## src/rtl/bounce_gen_if.sv

```systemverilog
// Command/status bundle between a bounce_gen emulator and whatever drives it.
// The master supplies the clean command level; the slave returns the bouncing contact.
interface bounce_gen_if;
  logic       cmd;
  logic       bounce_en;
  logic       btn_out;
  logic       busy;
  logic [7:0] glitch_cnt;

  modport master (output cmd, bounce_en, input btn_out, busy, glitch_cnt);
  modport slave  (input cmd, bounce_en, output btn_out, busy, glitch_cnt);
endinterface

```

## src/rtl/bounce_gen.sv

```systemverilog
// Mechanical-switch emulator: turns a clean command level into a deterministic
// contact-bounce waveform, sampled from an LFSR at a fixed tick rate.
//
// state  | meaning
// IDLE   | btn_out settled at level; bypass edges or start of a bounce window
// BOUNCE | window active; btn_out sampled from the LFSR on each tick until settle
module bounce_gen #(
  parameter int          TICK_M       = 1_000_000,
  parameter int          BOUNCE_TICKS = 4,
  parameter logic [15:0] LFSR_SEED    = 16'hACE1
) (
  input  logic       clk,
  input  logic       reset,
  bounce_gen_if.slave bus
);

  localparam int          TW       = (TICK_M > 1) ? $clog2(TICK_M) : 1;
  localparam int          CW       = $clog2(BOUNCE_TICKS + 1);
  localparam logic [15:0] SEED_EFF = (LFSR_SEED == 16'h0000) ? 16'h0001 : LFSR_SEED;
  localparam logic [15:0] TAPS     = 16'hB400;

  typedef enum logic {IDLE, BOUNCE} state_t;

  state_t          state;
  logic            level;
  logic            target;
  logic [CW-1:0]   cnt;
  logic [TW-1:0]   tick_cnt;
  logic            tick;
  logic [15:0]     lfsr;
  logic [15:0]     lfsr_nxt;

  // Free-running; deliberately never re-phased by cmd activity.
  assign tick = (tick_cnt == TW'(TICK_M - 1));

  always_ff @(posedge clk or posedge reset) begin
    if (reset)     tick_cnt <= '0;
    else if (tick) tick_cnt <= '0;
    else           tick_cnt <= tick_cnt + TW'(1);
  end

  assign lfsr_nxt = lfsr[0] ? ((lfsr >> 1) ^ TAPS) : (lfsr >> 1);

  always_ff @(posedge clk or posedge reset) begin
    if (reset)     lfsr <= SEED_EFF;
    else if (tick) lfsr <= lfsr_nxt;
  end

  function automatic logic [7:0] sat_inc(input logic [7:0] g, input logic chg);
    return (chg && (g != 8'hFF)) ? g + 8'd1 : g;
  endfunction

  always_ff @(posedge clk or posedge reset) begin
    if (reset) begin
      state          <= IDLE;
      level          <= 1'b0;
      target         <= 1'b0;
      cnt            <= '0;
      bus.btn_out    <= 1'b0;
      bus.busy       <= 1'b0;
      bus.glitch_cnt <= 8'd0;
    end else begin
      case (state)
        IDLE: begin
          if (bus.cmd != level) begin
            if (bus.bounce_en) begin
              // First contact is itself an edge, so the fresh count starts at one.
              target         <= bus.cmd;
              cnt            <= '0;
              bus.btn_out    <= bus.cmd;
              bus.glitch_cnt <= sat_inc(8'd0, bus.cmd != bus.btn_out);
              bus.busy       <= 1'b1;
              state          <= BOUNCE;
            end else begin
              level          <= bus.cmd;
              bus.btn_out    <= bus.cmd;
              bus.glitch_cnt <= sat_inc(bus.glitch_cnt, bus.cmd != bus.btn_out);
            end
          end
        end
        BOUNCE: begin
          if (bus.cmd != target) begin
            target         <= bus.cmd;
            cnt            <= '0;
            bus.btn_out    <= bus.cmd;
            bus.glitch_cnt <= sat_inc(bus.glitch_cnt, bus.cmd != bus.btn_out);
          end else if (tick && (cnt == CW'(BOUNCE_TICKS - 1))) begin
            level          <= target;
            bus.btn_out    <= target;
            bus.glitch_cnt <= sat_inc(bus.glitch_cnt, target != bus.btn_out);
            bus.busy       <= 1'b0;
            state          <= IDLE;
          end else if (tick) begin
            bus.btn_out    <= lfsr[0];
            bus.glitch_cnt <= sat_inc(bus.glitch_cnt, lfsr[0] != bus.btn_out);
            cnt            <= cnt + CW'(1);
          end
        end
        default: begin
          state       <= IDLE;
          level       <= 1'b0;
          bus.btn_out <= 1'b0;
          bus.busy    <= 1'b0;
        end
      endcase
    end
  end

endmodule
```

## src/flat_wrapper.sv

```systemverilog
// flat-port wrapper written by rule: the top's interface ports become plain ports
module bounce_gen_flat 
#(
  parameter int          TICK_M       = 1_000_000,
  parameter int          BOUNCE_TICKS = 4,
  parameter logic [15:0] LFSR_SEED    = 16'hACE1
)
  (clk, reset, bus_cmd, bus_bounce_en, bus_btn_out, bus_busy, bus_glitch_cnt);
  bounce_gen_if bus_i ();
  input  logic clk;
  input  logic reset;
  input wire logic [$bits(bus_i.cmd)-1:0] bus_cmd;
  input wire logic [$bits(bus_i.bounce_en)-1:0] bus_bounce_en;
  output wire logic [$bits(bus_i.btn_out)-1:0] bus_btn_out;
  output wire logic [$bits(bus_i.busy)-1:0] bus_busy;
  output wire logic [$bits(bus_i.glitch_cnt)-1:0] bus_glitch_cnt;
  assign bus_i.cmd = bus_cmd;
  assign bus_i.bounce_en = bus_bounce_en;
  assign bus_btn_out = bus_i.btn_out;
  assign bus_busy = bus_i.busy;
  assign bus_glitch_cnt = bus_i.glitch_cnt;
  bounce_gen #(.TICK_M(TICK_M), .BOUNCE_TICKS(BOUNCE_TICKS), .LFSR_SEED(LFSR_SEED)) u_core (.clk(clk), .reset(reset), .bus(bus_i));
endmodule
```

## config.mk

```make
export PLATFORM = sky130hd
export DESIGN_NAME = bounce_gen_flat
export DESIGN_NICKNAME = d
export VERILOG_FILES = /design/src/rtl/bounce_gen_if.sv /design/src/rtl/bounce_gen.sv /design/src/flat_wrapper.sv
export SDC_FILE = /design/constraint.sdc
export NUM_CORES = 1
export LEC_CHECK = 0
export ABC_AREA = 1
export CAP_MARGIN = 20
export CORE_UTILIZATION = 60
export CTS_CLUSTER_SIZE = 25
export DETAILED_ROUTE_END_ITERATION = 10
export GPL_ROUTABILITY_DRIVEN = 0
export PLACE_DENSITY = 0.79
export SYNTH_ARGS = -nofsm -noshare
export SYNTH_HDL_FRONTEND = slang
export SYNTH_SLANG_ARGS = --single-unit
```

## constraint.sdc

```tcl
create_clock -name clk -period 1.8 [get_ports clk]
set_input_delay 0.27 -clock clk [delete_from_list [all_inputs] [get_ports clk]]
set_output_delay 0.27 -clock clk [all_outputs]
set_load 0.05 [all_outputs]
```

==> results of run 1 <==
## power groups by stage
stage / logic, mW / registers [mW] / clock network [mW]
global placement: 1.86 / 1.47 / 0
global route: 2.13 / 1.48 / 1.01
detailed placement: 1.90 / 1.48 / 0
floorplan: 1.14 / 1.66 / 0
CTS: 1.92 / 1.45 / 0.973
finish: 1.94 / 1.45 / 0.964
## how the worst max path moves through the flow
stage / startpoint / to / slack, ps / depth (start not counted)
2_1_floorplan: u_core.bus.glitch_cnt[0] / u_core.bus.glitch_cnt[4] / 50 / 10
3_3_place_gp: bus_cmd / u_core.cnt[2] / -100 / 9
3_5_place_dp: bus_cmd / u_core.bus.glitch_cnt[4] / -170 / 11
4_1_cts: u_core.tick_cnt[0] / u_core.bus.glitch_cnt[4] / 40 / 10
5_1_grt: u_core.tick_cnt[0] / u_core.tick_cnt[14] / -50 / 10
6_report: u_core.bus.busy / bus_busy / 70 / 1
## metrics by stage
stage	total power [mW]	area, um^2	setup WS [ps]
2_1_floorplan	2.81	3020	53.1
3_3_place_gp	3.33	3370	-101
3_5_place_dp	3.38	3370	-167
4_1_cts	4.35	3510	36.1
5_1_grt	4.62	3550	-46.3
6_report	4.36	3550	69.7
## flip-flops by register name (all words and copies together) (netlist names)
| name | flops |
|---|---|
| u_core.bus.busy | 1 |
| u_core.tick_cnt | 20 |
| u_core.level | 1 |
| u_core.bus.btn_out | 1 |
| u_core.state | 1 |
| u_core.target | 1 |
| u_core.lfsr | 16 |
| u_core.cnt | 3 |
| u_core.bus.glitch_cnt | 8 |
## cell type report
cell class,instances,share of cell area
clock buffers,5,0.0194
clock inverters,3,0.0194
inverters,42,0.0462
multi-input cells,292,0.432
flip-flops and latches,52,0.370
well taps,67,0.0236
repair buffers,39,0.0888
## per-layer routing
layer / share of wire / wire, um / vias up / GRT usage
met2: 0.48 / 3030 / 75 / 0.420
met5: 0 / 0 / - / 0
met1: 0.46 / 2900 / 1260 / 0.370
met4: 0.011 / 71 / 0 / 0.0741
met3: 0.049 / 311 / 7 / 0.0442
li1: - / - / 1328 / -
## cell families after synthesis
family | synth area share
compound gates | 0.0631
xor+xnor | 0.0602
fa+ha+maj | 0.0166
buf+inv | 0.0668
flops | 0.435
simple gates | 0.359
## cell usage after synthesis (3+ instances only)
cell	number
nor4_1	3
inv_1	37
nand3_2	3
o21ai_0	18
ha_1	4
buf_2	3
xor2_1	9
nor2_4	4
a21oi_1	10
nor2_2	3
inv_2	3
nor3_1	5
nand4_1	9
nand2_1	137
xnor2_1	8
nor2_1	31
dfrtp_1	44
nand3_1	25
nand2_2	5
nand2_4	4
dfstp_2	8
## layout by cell type, fill, tap and decap left out, types with 2 or more instances in the layout
cell	instances
dfrtp_2	3
o21ai_0	18
o21a_1	2
nor3_1	5
nand3b_1	2
dfstp_2	8
inv_1	35
ha_1	4
buf_4	34
xor2_1	9
inv_6	2
clkbuf_8	5
bufinv_16	2
nand2_2	3
nand3_2	3
clkdlybuf4s50_1	4
o21ai_1	2
nand2_4	6
nor4_1	3
nor2_1	28
nand3_1	25
nand2_1	137
nand4_1	9
a21oi_1	10
xnor2_1	8
inv_2	5
nor2_2	5
nand4_4	2
nor2_4	5
dfrtp_1	41
## timing repair
item,4_1_cts,5_1_grt
resized for setup,0,8
setup endpoints to repair,0,17
buffers inserted,0,1
==> results.py, run 1 <==
metrics = {
    "global_routing": {
        "grt_pass1_wl_um": 10700,
        "grt-ovfl-total": 0,
        "grt_max_degree": 53,
        "grt_usage": 0.262,
        "antenna_found_initial": 0,
        "grt_pass1_vias": 2376,
    },
    "synthesis": {
        "synth_ff_type": "dfrtp_1",
        "syn_area_per_cell_um2": 7.67,
        "synth_top_cells_by_area": "dfrtp_1, nand2_1, dfstp_2",
        "syn_nets": 401,
        "yosysUniqueCellTypes": 37,
        "yosysSeqAreaShare": 0.435,
        "syn-instance-count": 393,
        "synth_top_area_cell": "dfrtp_1",
        "yosys_warnings": 0,
        "synth_edf_count": 0,
        "synth-async-reset-ratio": 1.00,
        "syn_area_um2": 3020,
        "ys_ff_latch": 52,
        "synth_top_area_frac": 0.365,
    },
    "critical_path": {
        "slowest_stage": "clkdlybuf4s50_1",
        "cpLargestDelayFamily": "buffers and inverters",
        "cp_cell_sequence": "clkdlybuf4s50_1",
        "start_kind": "flop",
        "cp.arrival_ps": 1460,
        "crit_required_ps": 1530,
        "endpoint_kind": "output port",
        "r2r-end": "u_core.state",
        "critPathKind": "reg2out",
        "rr_startpoint": "u_core.tick_cnt[15]",
        "critPathMaxFanout": 2,
        "reg2reg_depth": 9,
        "path_buf_inv": 1,
        "slowest_delay_ps": 800,
        "r2r_setup_slack_ps": 90,
    },
    "clocking": {
        "path_clk_slew_ps": 90,
        "cts_sinks": 52,
        "root_buffer": "clkbuf_8",
        "cts_made_buffers": 5,
        "postCtsHoldBufs": 0,
        "max-clock-path-buffers": 2,
        "cts_tree": "yes",
        "clock_latency_ps": 310,
        "htreeDepth": 2,
    },
    "placed_design": {
        "port-buffer-count": 13,
        "place_inst": 491,
        "hpwl_um": 4640,
    },
    "sta": {
        "setup_tns_ps": 0,
        "tightest_slew_ps": 488,
        "fin_crit_ps": 1730,
        "setup_viol": 0,
        "fin_skew_ps": 6.12,
        "slew_violations": 0,
        "holdWs_ps": 313,
        "period_share": 0.961,
        "relSlewSlack": 0.674,
        "clock.fmax_mhz": 578,
        "hold_viol": 0,
    },
    "cells_and_area": {
        "fin_cells": 500,
        "nFillCells": 375,
        "final_nets": 440,
        "regArea_um2": 1320,
        "syn_to_final_growth_pct": 17.7,
        "layout-drive-gt1-share": 0.206,
        "multiInputGateArea_um2": 1530,
        "antenna_cells": 0,
        "utilization": 0.742,
    },
    "pwr": {
        "combPwrFrac": 0.446,
        "p_per_area_nw_per_um2": 1230,
        "switchingPower_mw": 1.79,
        "vdd.ir_drop.worst_v": 0.000884,
        "clkPwrFrac": 0.221,
        "pwr-share-seq": 0.333,
        "p_int_mw": 2.57,
        "leakage_nw": 1.82,
        "p_sw_frac": 0.411,
    },
    "floorplanning": {
        "die_w_um": 72.9,
        "die_y_um": 72.9,
        "initial_core_util": 0.630,
        "die-area_um2": 5310,
        "row_count": 25,
        "core_area_um2": 4790,
        "io_pins": 14,
    },
    "routing": {
        "routed_wl_um": 6310,
        "drt_iter0_drc": 286,
        "final_antenna_net_count": 0,
        "drc": 0,
        "vias": 2670,
        "routedWlPerCell_um": 12.6,
        "drtPass1Iterations": 5,
        "vias_per_cell": 5.34,
    },
    "min_path": {
        "min_path_type": "in2async",
    },
    "outcome": {
        "outcome": "finished, final reports clean",
    },
    "flow_run": {
        "drv_cap": 0,
    },
}
(Power assumes the default switching activity.)
==> run 2: changes to the inputs <==
--- a/config.mk
+++ b/config.mk
@@ -11,7 +11,7 @@
 export CTS_CLUSTER_SIZE = 25
 export DETAILED_ROUTE_END_ITERATION = 10
 export GPL_ROUTABILITY_DRIVEN = 0
-export PLACE_DENSITY = 0.79
+export PLACE_DENSITY_LB_ADDON = 0.05
 export SYNTH_ARGS = -nofsm -noshare
 export SYNTH_HDL_FRONTEND = slang
 export SYNTH_SLANG_ARGS = --single-unit
==> run 2 against run 1 <==
  * Core utilization fell by 0.73 points
  * Sequential power barely moved
  * Clock-buffer cell count did not move
  * Design area fell by 0.99%
  * Worst setup slack got worse by 9.9 ps
  * Critical endpoint unchanged
  * Largest power group unchanged
==> results.py, run 2 (synthesis results as in run 1) <==
metrics = {
    "sta": {
        "clock.fmax_mhz": 575,
        "setup_slack_ps": 59.8,
        "relSlewSlack": 0.673,
        "setup_tns_ps": 0,
        "hold_viol": 0,
        "fin_crit_ps": 1740,
        "setup_viol": 0,
        "fin_skew_ps": 5.35,
        "rsz0062_at_grt": "no",
        "tightest_slew_ps": 489,
        "slew_violations": 0,
        "period_share": 0.967,
    },
    "critical_path": {
        "cp_cell_sequence": "clkdlybuf4s50_1",
        "path_buf_inv": 1,
        "cp.depth": 1,
        "cpLargestDelayFamily": "buffers and inverters",
        "critPathKind": "reg2out",
        "r2r-end": "u_core.bus.glitch_cnt[7]",
        "cp.arrival_ps": 1470,
        "endpoint_kind": "output port",
        "crit_required_ps": 1530,
        "start_kind": "flop",
        "critPathMaxFanout": 2,
        "reg2reg_depth": 10,
        "rr_startpoint": "u_core.tick_cnt[1]",
        "slowest_stage": "clkdlybuf4s50_1",
        "slowest_delay_ps": 800,
        "startpoint": "u_core.bus.busy",
        "crit_path_end": "bus_busy",
        "r2r_setup_slack_ps": 130,
    },
    "floorplanning": {
        "die-area_um2": 5310,
        "io_pins": 14,
        "die_y_um": 72.9,
        "die_w_um": 72.9,
        "initial_core_util": 0.630,
        "core_area_um2": 4790,
        "row_count": 25,
    },
    "cells_and_area": {
        "final_cell_mix": "nand2_1, dfrtp_1, inv_1, buf_4, nor2_1",
        "reg.largest.list": "u_core.tick_cnt x20, u_core.lfsr x16, u_core.bus.glitch_cnt x8",
        "antenna_cells": 0,
        "largest_reg_flops": 20,
        "final_nets": 442,
        "largest_register": "u_core.tick_cnt",
        "layout-drive-gt1-share": 0.211,
        "nFillCells": 400,
        "mostFrequentLayoutCell": "nand2_1",
        "final_area_um2": 3510,
        "syn_to_final_growth_pct": 16.6,
    },
    "pwr": {
        "p_per_area_nw_per_um2": 1170,
        "leakage_nw": 1.81,
        "finalPower_mw": 4.11,
        "vdd.ir_drop.worst_v": 0.00106,
    },
    "global_routing": {
        "antenna_found_initial": 0,
        "grt_usage": 0.263,
        "grt_max_degree": 37,
        "grt_pass1_wl_um": 10600,
        "grt-ovfl-total": 0,
        "grt_pass1_vias": 2382,
    },
    "clocking": {
        "root_buffer": "clkbuf_8",
        "htreeDepth": 2,
        "clock_latency_ps": 320,
        "max-clock-path-buffers": 2,
        "cts_made_buffers": 5,
        "cts_sinks": 52,
        "postCtsHoldBufs": 0,
        "cts_tree": "yes",
        "path_clk_slew_ps": 100,
    },
    "routing": {
        "routed_wl_um": 6280,
        "vias_per_cell": 5.16,
        "final_antenna_net_count": 0,
        "drtPass1Iterations": 4,
        "drc": 0,
        "drt_iter0_drc": 266,
        "routedWlPerCell_um": 12.5,
        "vias": 2588,
    },
    "outcome": {
        "outcome": "finished, final reports clean",
    },
    "placed_design": {
        "port-buffer-count": 13,
        "dpl_worst_slack_ps": -167,
        "placed_cell_area_um2": 3390,
        "hpwl_um": 4670,
    },
    "flow_run": {
        "drv_cap": 0,
    },
    "min_path": {
        "min_path_type": "in2async",
    },
}
-- run 2: per-layer routing --
metal  vias up  wire (um)  GRT usage  share of wire
met4         0        104     0.0937          0.017
met2        56       2980      0.416           0.48
met5         -          0          0              0
met1      1194       2940      0.369           0.47
met3        10        249     0.0414          0.040
li1       1328          -          -              -
-- run 2: area by class of cell --
class	count	area [um^2]	area share
clock inverter	3	27.5	0.00783
timing repair buffer	41	330	0.0940
multi-input combinational	292	1530	0.434
tap	67	83.8	0.0239
clock buffer	5	68.8	0.0196
sequential	52	1320	0.374
inverter	42	164	0.0466
-- run 2: where the power goes --
| group | internal (mW) | switching [mW] | total, mW |
|---|---|---|---|
| Sequential | 1.30 | 0.139 | 1.43 |
| Clock | 0.286 | 0.424 | 0.711 |
| Combinational | 0.736 | 1.23 | 1.97 |
| Total | 2.32 | 1.79 | 4.11 |
-- run 2: what timing repair did --
| item | CTS | global route |
|---|---|---|
| pin swaps | 0 | 1 |
| setup endpoints to repair | 2 | 17 |
| buffers inserted | 0 | 1 |
| hold endpoints to repair | 0 | 0 |
| resized for setup | 1 | 6 |
-- run 2: worst min-delay path by stage --
stage | startpoint | cells past startpoint | slack (ps) | end
after global placement | u_core.lfsr[7] | 2 | 450 | u_core.lfsr[7]
after floorplan | u_core.lfsr[1] | 2 | 440 | u_core.lfsr[1]
after detailed placement | u_core.lfsr[5] | 2 | 450 | u_core.lfsr[5]
final | reset | 2 | 230 | u_core.lfsr[3]
after global routing | reset | 2 | 270 | u_core.lfsr[3]
after CTS | reset | 2 | 250 | u_core.lfsr[3]
-- run 2: per-stage QoR --
step                      std cells  utilization  hold WS, ps
after global routing            502        0.734          273
after CTS                       501        0.729          248
after detailed placement        493        0.708          454
after floorplan                 393            -          442
after global placement          493        0.708          454
final                           502        0.734          235
